[config.mk]
export PLATFORM = sky130hd
export DESIGN_NAME = uart_tx_drain
export DESIGN_NICKNAME = d
export VERILOG_FILES = /design/src/rtl/uart_tx_drain.sv
export SDC_FILE = /design/constraint.sdc
export NUM_CORES = 1
export LEC_CHECK = 0
export ABC_AREA = 1
export CAP_MARGIN = 20
export CORE_ASPECT_RATIO = 1.75
export CORE_MARGIN = 5
export CORE_UTILIZATION = 53
export CTS_BUF_LIST = sky130_fd_sc_hd__clkbuf_16
export CTS_CLUSTER_DIAMETER = 120
export CTS_CLUSTER_SIZE = 30
export DETAILED_ROUTE_END_ITERATION = 7
export PLACE_DENSITY_LB_ADDON = 0.1
export RECOVER_POWER = 25
export SETUP_SLACK_MARGIN = 0.5
export SLEW_MARGIN = 5
export SYNTH_ARGS = -nofsm -noshare
export SYNTH_HDL_FRONTEND = slang
export SYNTH_SLANG_ARGS = --single-unit
[constraint.sdc]
create_clock -name clk -period 1.85 [get_ports clk]
set_clock_uncertainty 0.1 [all_clocks]
set_input_delay 0.37 -clock clk [delete_from_list [all_inputs] [get_ports clk]]
set_output_delay 0.37 -clock clk [all_outputs]
set_load 0.005 [all_outputs]
[src/rtl/uart_tx_drain.sv]
// UART transmitter that pops words from a first-word-fall-through FIFO
// and serialises them with an internal 16x-oversample baud generator.
module uart_tx_drain #(
    parameter int DATA_WIDTH = 8,
    parameter int SB_TICK    = 16,
    parameter int DVSR_WIDTH = 11
) (
    input  logic                  clk,
    input  logic                  reset,
    input  logic [DVSR_WIDTH-1:0] dvsr,
    input  logic                  empty,
    input  logic [DATA_WIDTH-1:0] r_data,
    output logic                  rd,
    output logic                  tx,
    output logic                  tx_busy,
    output logic                  tx_done_tick
);

    localparam logic [1:0] IDLE  = 2'd0;
    localparam logic [1:0] START = 2'd1;
    localparam logic [1:0] DATA  = 2'd2;
    localparam logic [1:0] STOP  = 2'd3;

    localparam int S_W = (SB_TICK > 16) ? 5 : 4;
    localparam int N_W = (DATA_WIDTH > 1) ? $clog2(DATA_WIDTH) : 1;

    localparam logic [S_W-1:0] S_LAST = S_W'(15);
    localparam logic [S_W-1:0] S_STOP = S_W'(SB_TICK - 1);
    localparam logic [N_W-1:0] N_LAST = N_W'(DATA_WIDTH - 1);

    logic [1:0]            state, state_next;
    logic [DVSR_WIDTH-1:0] b_cnt;
    logic [S_W-1:0]        s_cnt, s_cnt_next;
    logic [N_W-1:0]        n_cnt, n_cnt_next;
    logic [DATA_WIDTH-1:0] shift, shift_next;
    logic                  tx_reg, tx_next;
    logic                  tick;
    logic                  pop, done;

    assign tick = (state != IDLE) && (b_cnt == dvsr);

    always_comb begin
        state_next = state;
        s_cnt_next = s_cnt;
        n_cnt_next = n_cnt;
        shift_next = shift;
        pop        = 1'b0;
        done       = 1'b0;
        unique case (state)
            IDLE: begin
                if (!empty) begin
                    pop        = 1'b1;
                    shift_next = r_data;
                    s_cnt_next = '0;
                    n_cnt_next = '0;
                    state_next = START;
                end
            end
            START: begin
                if (tick) begin
                    if (s_cnt == S_LAST) begin
                        s_cnt_next = '0;
                        state_next = DATA;
                    end else begin
                        s_cnt_next = s_cnt + 1'b1;
                    end
                end
            end
            DATA: begin
                if (tick) begin
                    if (s_cnt == S_LAST) begin
                        s_cnt_next = '0;
                        shift_next = shift >> 1;
                        if (n_cnt == N_LAST) begin
                            state_next = STOP;
                        end else begin
                            n_cnt_next = n_cnt + 1'b1;
                        end
                    end else begin
                        s_cnt_next = s_cnt + 1'b1;
                    end
                end
            end
            STOP: begin
                if (tick) begin
                    if (s_cnt == S_STOP) begin
                        done       = 1'b1;
                        s_cnt_next = '0;
                        state_next = IDLE;
                    end else begin
                        s_cnt_next = s_cnt + 1'b1;
                    end
                end
            end
            default: state_next = IDLE;
        endcase
    end

    // The pin level follows the state being entered, so it moves with the state edge.
    always_comb begin
        tx_next = 1'b1;
        unique case (state_next)
            START:   tx_next = 1'b0;
            DATA:    tx_next = shift_next[0];
            default: tx_next = 1'b1;
        endcase
    end

    always_ff @(posedge clk) begin
        if (!reset) begin
            state  <= IDLE;
            b_cnt  <= '0;
            s_cnt  <= '0;
            n_cnt  <= '0;
            shift  <= '0;
            tx_reg <= 1'b1;
        end else begin
            state  <= state_next;
            s_cnt  <= s_cnt_next;
            n_cnt  <= n_cnt_next;
            shift  <= shift_next;
            tx_reg <= tx_next;
            if (state == IDLE || tick) begin
                b_cnt <= '0;
            end else begin
                b_cnt <= b_cnt + 1'b1;
            end
        end
    end

    // Strobes are masked while reset is held so nothing is popped or reported.
    assign rd           = reset & pop;
    assign tx_done_tick = reset & done;
    assign tx           = tx_reg;
    assign tx_busy      = (state != IDLE);

endmodule
==> results of run 1 <==
## Yosys cell counts
cell type   n  area [um2]
mux2_2      1        11.3
o21ai_1     1        5.00
inv_2       5        18.8
nor2_4      2        22.5
dfxtp_1    29         581
xnor2_1     6        52.6
a31oi_1     8        50.1
and3_1      1        6.26
nor2_2      5        31.3
clkinv_1    2        7.51
clkbuf_1    1        3.75
nand3_4     1        17.5
nand4_1     7        43.8
o21ai_2     1        8.76
and3_2      1        7.51
a21oi_2     1        8.76
nor3b_1     1        7.51
inv_4       2        12.5
nand2_1    85         319
nand2_4     1        11.3
nor2_8      1        20.0
a21oi_1    10        50.1
xor2_1      3        26.3
buf_2       1        5.00
nor2_1     20        75.1
inv_1      21        78.8
nand2_2     2        12.5
nor3_1      6        30.0
or2_0       1        6.26
ha_1        4        50.1
o21ai_0     2        10.0
nand3_1    17        85.1
## per-stage QoR
| step | hold slack [ns] | setup slack (ns) |
|---|---|---|
| detailed placement | 0.359 | -0.753 |
| CTS | 0.366 | -0.140 |
| floorplan | 0.339 | 0.337 |
| global placement | 0.348 | -0.738 |
## kinds of logic after synthesis
| kind of cell | after synthesis | share of synthesized area |
|---|---|---|
| mux | 1 | 0.00672 |
| buf+inv | 32 | 0.0754 |
| fa+ha+maj | 4 | 0.0299 |
| simple gates | 151 | 0.415 |
| compound gates | 23 | 0.0792 |
| flops | 29 | 0.347 |
| xor+xnor | 9 | 0.0471 |
## repair_timing
| item | 4_1_cts |
|---|---|
| pin swaps | 32 |
| resized for setup | 96 |
| setup buffers | 24 |
| endpoints found under the setup margin | 33 |
| cloned | 0 |
==> flow_metrics.py, run 1 <==
metrics = {
    "grt": {
        "grt_max_degree": 15,
    },
    "synth": {
        "syn_nets": 275,
        "yosysUniqueCellTypes": 32,
        "yosysSeqAreaShare": 0.347,
        "syn_area_um2": 1680,
        "netlist_instances": 249,
        "ys_ff_latch": 29,
        "synth_warnings": 0,
        "syn_area_per_cell_um2": 6.73,
    },
    "outcome": {
        "stop_error": "[ERROR DPL-0038] Utilization greater than 100%, impossible to legalize",
        "status": "stopped before the end",
        "haltStage": "5_1_grt",
    },
    "floorplanning": {
        "die_h_um": 84.4,
        "die_x_um": 52.5,
        "fp-row-count": 27,
        "initial_core_util": 0.539,
        "num_io_pins": 26,
    },
    "timing": {
        "worstEndpointType": "top-level output",
        "grt-worst-endpoint": "tx_done_tick",
    },
    "clocking": {
        "cts.sinks": 29,
        "cts-root-buf": "clkbuf_16",
        "postCtsHoldBufs": 0,
        "cts_htree_levels": 2,
        "cts_made_buffers": 5,
        "cts_buffer_depth": 2,
    },
    "placed_design": {
        "io_buffer_count": 25,
        "place_hpwl_um": 3310,
        "place_area_um2": 2350,
        "place_inst": 352,
        "routabilityCongestion": 0.833,
    },
}
==> run 2, diff against run 1 <==
- CORE_ASPECT_RATIO: 1.75 -> default
- CORE_UTILIZATION: 53 -> 40
- CTS_BUF_LIST: sky130_fd_sc_hd__clkbuf_16 -> default
- CTS_CLUSTER_DIAMETER: 120 -> default
- CTS_CLUSTER_SIZE: 30 -> default
- PLACE_DENSITY_LB_ADDON: 0.1 -> 0.15
- SETUP_SLACK_MARGIN: 0.5 -> default
==> run 2 against run 1 <==
Effect of this change:
- the flow now finishes, with violations (negative setup slack)
- synthesized area unchanged
- synthesized cell count unchanged
==> flow_metrics.py, run 2 <==
metrics = {
    "synth": {
        "synthFlopType": "dfxtp_1",
        "synth-compound-area-share": 0.0792,
        "synth_top_area_share": 0.347,
        "yosysTopAreaCell": "dfxtp_1",
        "syn_nets": 275,
        "yosysUniqueCellTypes": 32,
        "synth_xor_area_frac": 0.0471,
        "synthAdderAreaFrac": 0.0299,
        "async_flop_share": 0,
        "synth.area.mux_share": 0.00672,
        "synth_warnings": 0,
        "yosysSeqAreaShare": 0.347,
        "syn_area_per_cell_um2": 6.73,
        "synth_edf_count": 0,
        "post-synth-top-count-cell": "nand2_1",
        "ys_ff_latch": 29,
        "syn_area_um2": 1680,
        "synth_top_family_by_area": "simple AND/OR/NAND/NOR gates",
        "synthTopCellsByCount": "nand2_1, dfxtp_1, inv_1",
        "synthTopCellsByArea": "dfxtp_1, nand2_1, nand3_1",
        "synthSimpleGateAreaFrac": 0.415,
        "netlist_instances": 249,
    },
    "routing": {
        "wl_um": 3960,
        "drc": 0,
        "via_count": 1720,
        "vias_per_cell": 4.69,
        "drtIter0Drc": 73,
        "antenna_left": 0,
        "routedWlPerCell_um": 10.8,
        "drt_pre_antenna_iters": 4,
    },
    "timing": {
        "relSlewSlack": 0.847,
        "setup_slack_ns": -0.136,
        "fin_tns_setup_ns": -0.136,
        "finalSetupViolCount": 1,
        "max_freq_ghz": 0.504,
        "min_period_ns": 1.99,
        "final-hold-violation-count": 0,
        "fin_crit_sh": 1.07,
        "tightestPinTransition_ns": 0.229,
        "rsz0062_at_grt": "true",
        "slew_viol_final": 0,
    },
    "setup_path": {
        "reg2reg_slack_ns": 0.13,
        "crit_arrival_ns": 1.52,
        "crit_end": "tx_done_tick",
        "r2r_cells": 12,
        "crit_start": "dvsr[10]",
        "critPathRequiredTime_ns": 1.38,
        "start_kind": "primary input",
        "rr_startpoint": "s_cnt[0]",
        "path_max_fanout": 3,
        "path_class": "primary input to output port",
        "cp-end-kind": "output port",
        "r2r_end": "tx",
    },
    "floorplanning": {
        "dieArea_um2": 5580,
        "initial_core_util": 0.416,
        "fp-row-count": 23,
        "die_x_um": 74.7,
        "die_h_um": 74.7,
        "core_um2": 4030,
        "num_io_pins": 26,
    },
    "finish": {
        "largest_reg_flops": 11,
        "drive_gt1_frac": 0.265,
        "top_register": "b_cnt",
        "antenna_cells": 0,
        "mostFrequentLayoutCells": "nand2_1, buf_4, dfxtp_1",
        "reg_top3": "b_cnt: 11 flops, shift: 8 flops, s_cnt: 4 flops",
        "fill_cells": 390,
        "finalNetCount": 342,
        "layout_commonest_cell": "nand2_1",
        "area_growth_pct": 44.7,
    },
    "clocking": {
        "cts_made_buffers": 5,
        "cts-root-buf": "clkbuf_8",
        "cts_buffer_depth": 2,
        "cts_htree_levels": 2,
        "cts_tree": "built",
        "postCtsHoldBufs": 0,
        "clkTransAtPathRegs_ns": 0.06,
        "clock_latency_ns": 0.28,
        "cts.sinks": 29,
    },
    "hold_path": {
        "min_path_type": "register to register",
        "hp-start": "shift[7]",
    },
    "outcome": {
        "violations": "negative setup slack",
        "status": "complete, but fails checks",
    },
    "grt": {
        "grt_max_degree": 12,
        "grt_pass1_vias": 1598,
        "grt.overflow.total": 0,
        "gr-usage-all-layers": 0.158,
        "antenna_found_initial": 0,
        "grt_pass1_wl_um": 6870,
    },
    "pwr": {
        "vdd_drop_max_mv": 0.415,
        "powerDensity_nw_per_um2": 649,
        "leakage_nw": 1.10,
    },
    "flow_run": {
        "maxCapViolations": 0,
    },
    "placed_design": {
        "pre_cts_ws_ns": -0.785,
        "io_buffer_count": 25,
        "routabilityCongestion": 0.837,
        "place_hpwl_um": 3050,
    },
}
-- run 2: critical path, stage by stage --
cell and delay (ns):
dlygate4sd2_1 0.26, xnor2_1 0.19, nand3_2 0.13, nor2_4 0.12, nand4_1 0.15, nor3_1 0.15
buf_2 0.14
-- run 2: how the worst min path moves through the flow --
stage	end	depth (start not counted)	slack, ns
floorplan	shift[7]	2	0.34
global placement	shift[7]	2	0.36
detailed placement	shift[7]	2	0.36
CTS	shift[7]	2	0.37
global route	n_cnt[1]	2	0.39
finish	shift[7]	2	0.37
-- run 2: cell type report --
type                    count  area [um2]  share of cell area
clock buffers               7        86.3              0.0356
clock inverters             1        30.0              0.0124
inverters                  30         118              0.0485
multi-input cells         188        1030               0.424
flip-flops and latches     29         591               0.244
well taps                  50        62.6              0.0258
repair buffers             62         508               0.210
-- run 2: cells by family after synthesis --
logic type | Yosys count
buf+inv | 32
flops | 29
simple gates | 151
mux | 1
xor+xnor | 9
compound gates | 23
fa+ha+maj | 4
-- run 2: metal layers --
layer,global-route usage,vias to the layer above,routed length (um)
met5,0,-,0
met4,0.0474,0,54
met2,0.251,31,1800
met3,0.0334,7,182
met1,0.215,750,1920
li1,-,932,-
-- run 2: what timing repair did --
action,CTS,global route
resized for setup,25,15
pin swaps,13,12
setup buffers,3,0
endpoints found under the setup margin,10,12
-- run 2: stage by stage --
stage | hold WS [ns] | cells | power, W | util | area (um2)
2_1_floorplan | 0.340 | 249 | 0.000784 | - | 1680
3_3_place_gp | 0.356 | 356 | 0.000898 | 0.555 | 2230
3_5_place_dp | 0.363 | 356 | 0.000900 | 0.555 | 2230
4_1_cts | 0.371 | 367 | 0.00159 | 0.587 | 2370
5_1_grt | 0.393 | 367 | 0.00164 | 0.602 | 2420
6_report | 0.366 | 367 | 0.00157 | 0.602 | 2420
-- run 2: power by group --
part / total (W) / switching [W] / internal (W)
Combinational: 0.000233 / 0.000116 / 0.000116
Sequential: 0.000654 / 0.0000121 / 0.000642
Clock: 0.000686 / 0.000247 / 0.000439
(Power assumes the default switching activity.)
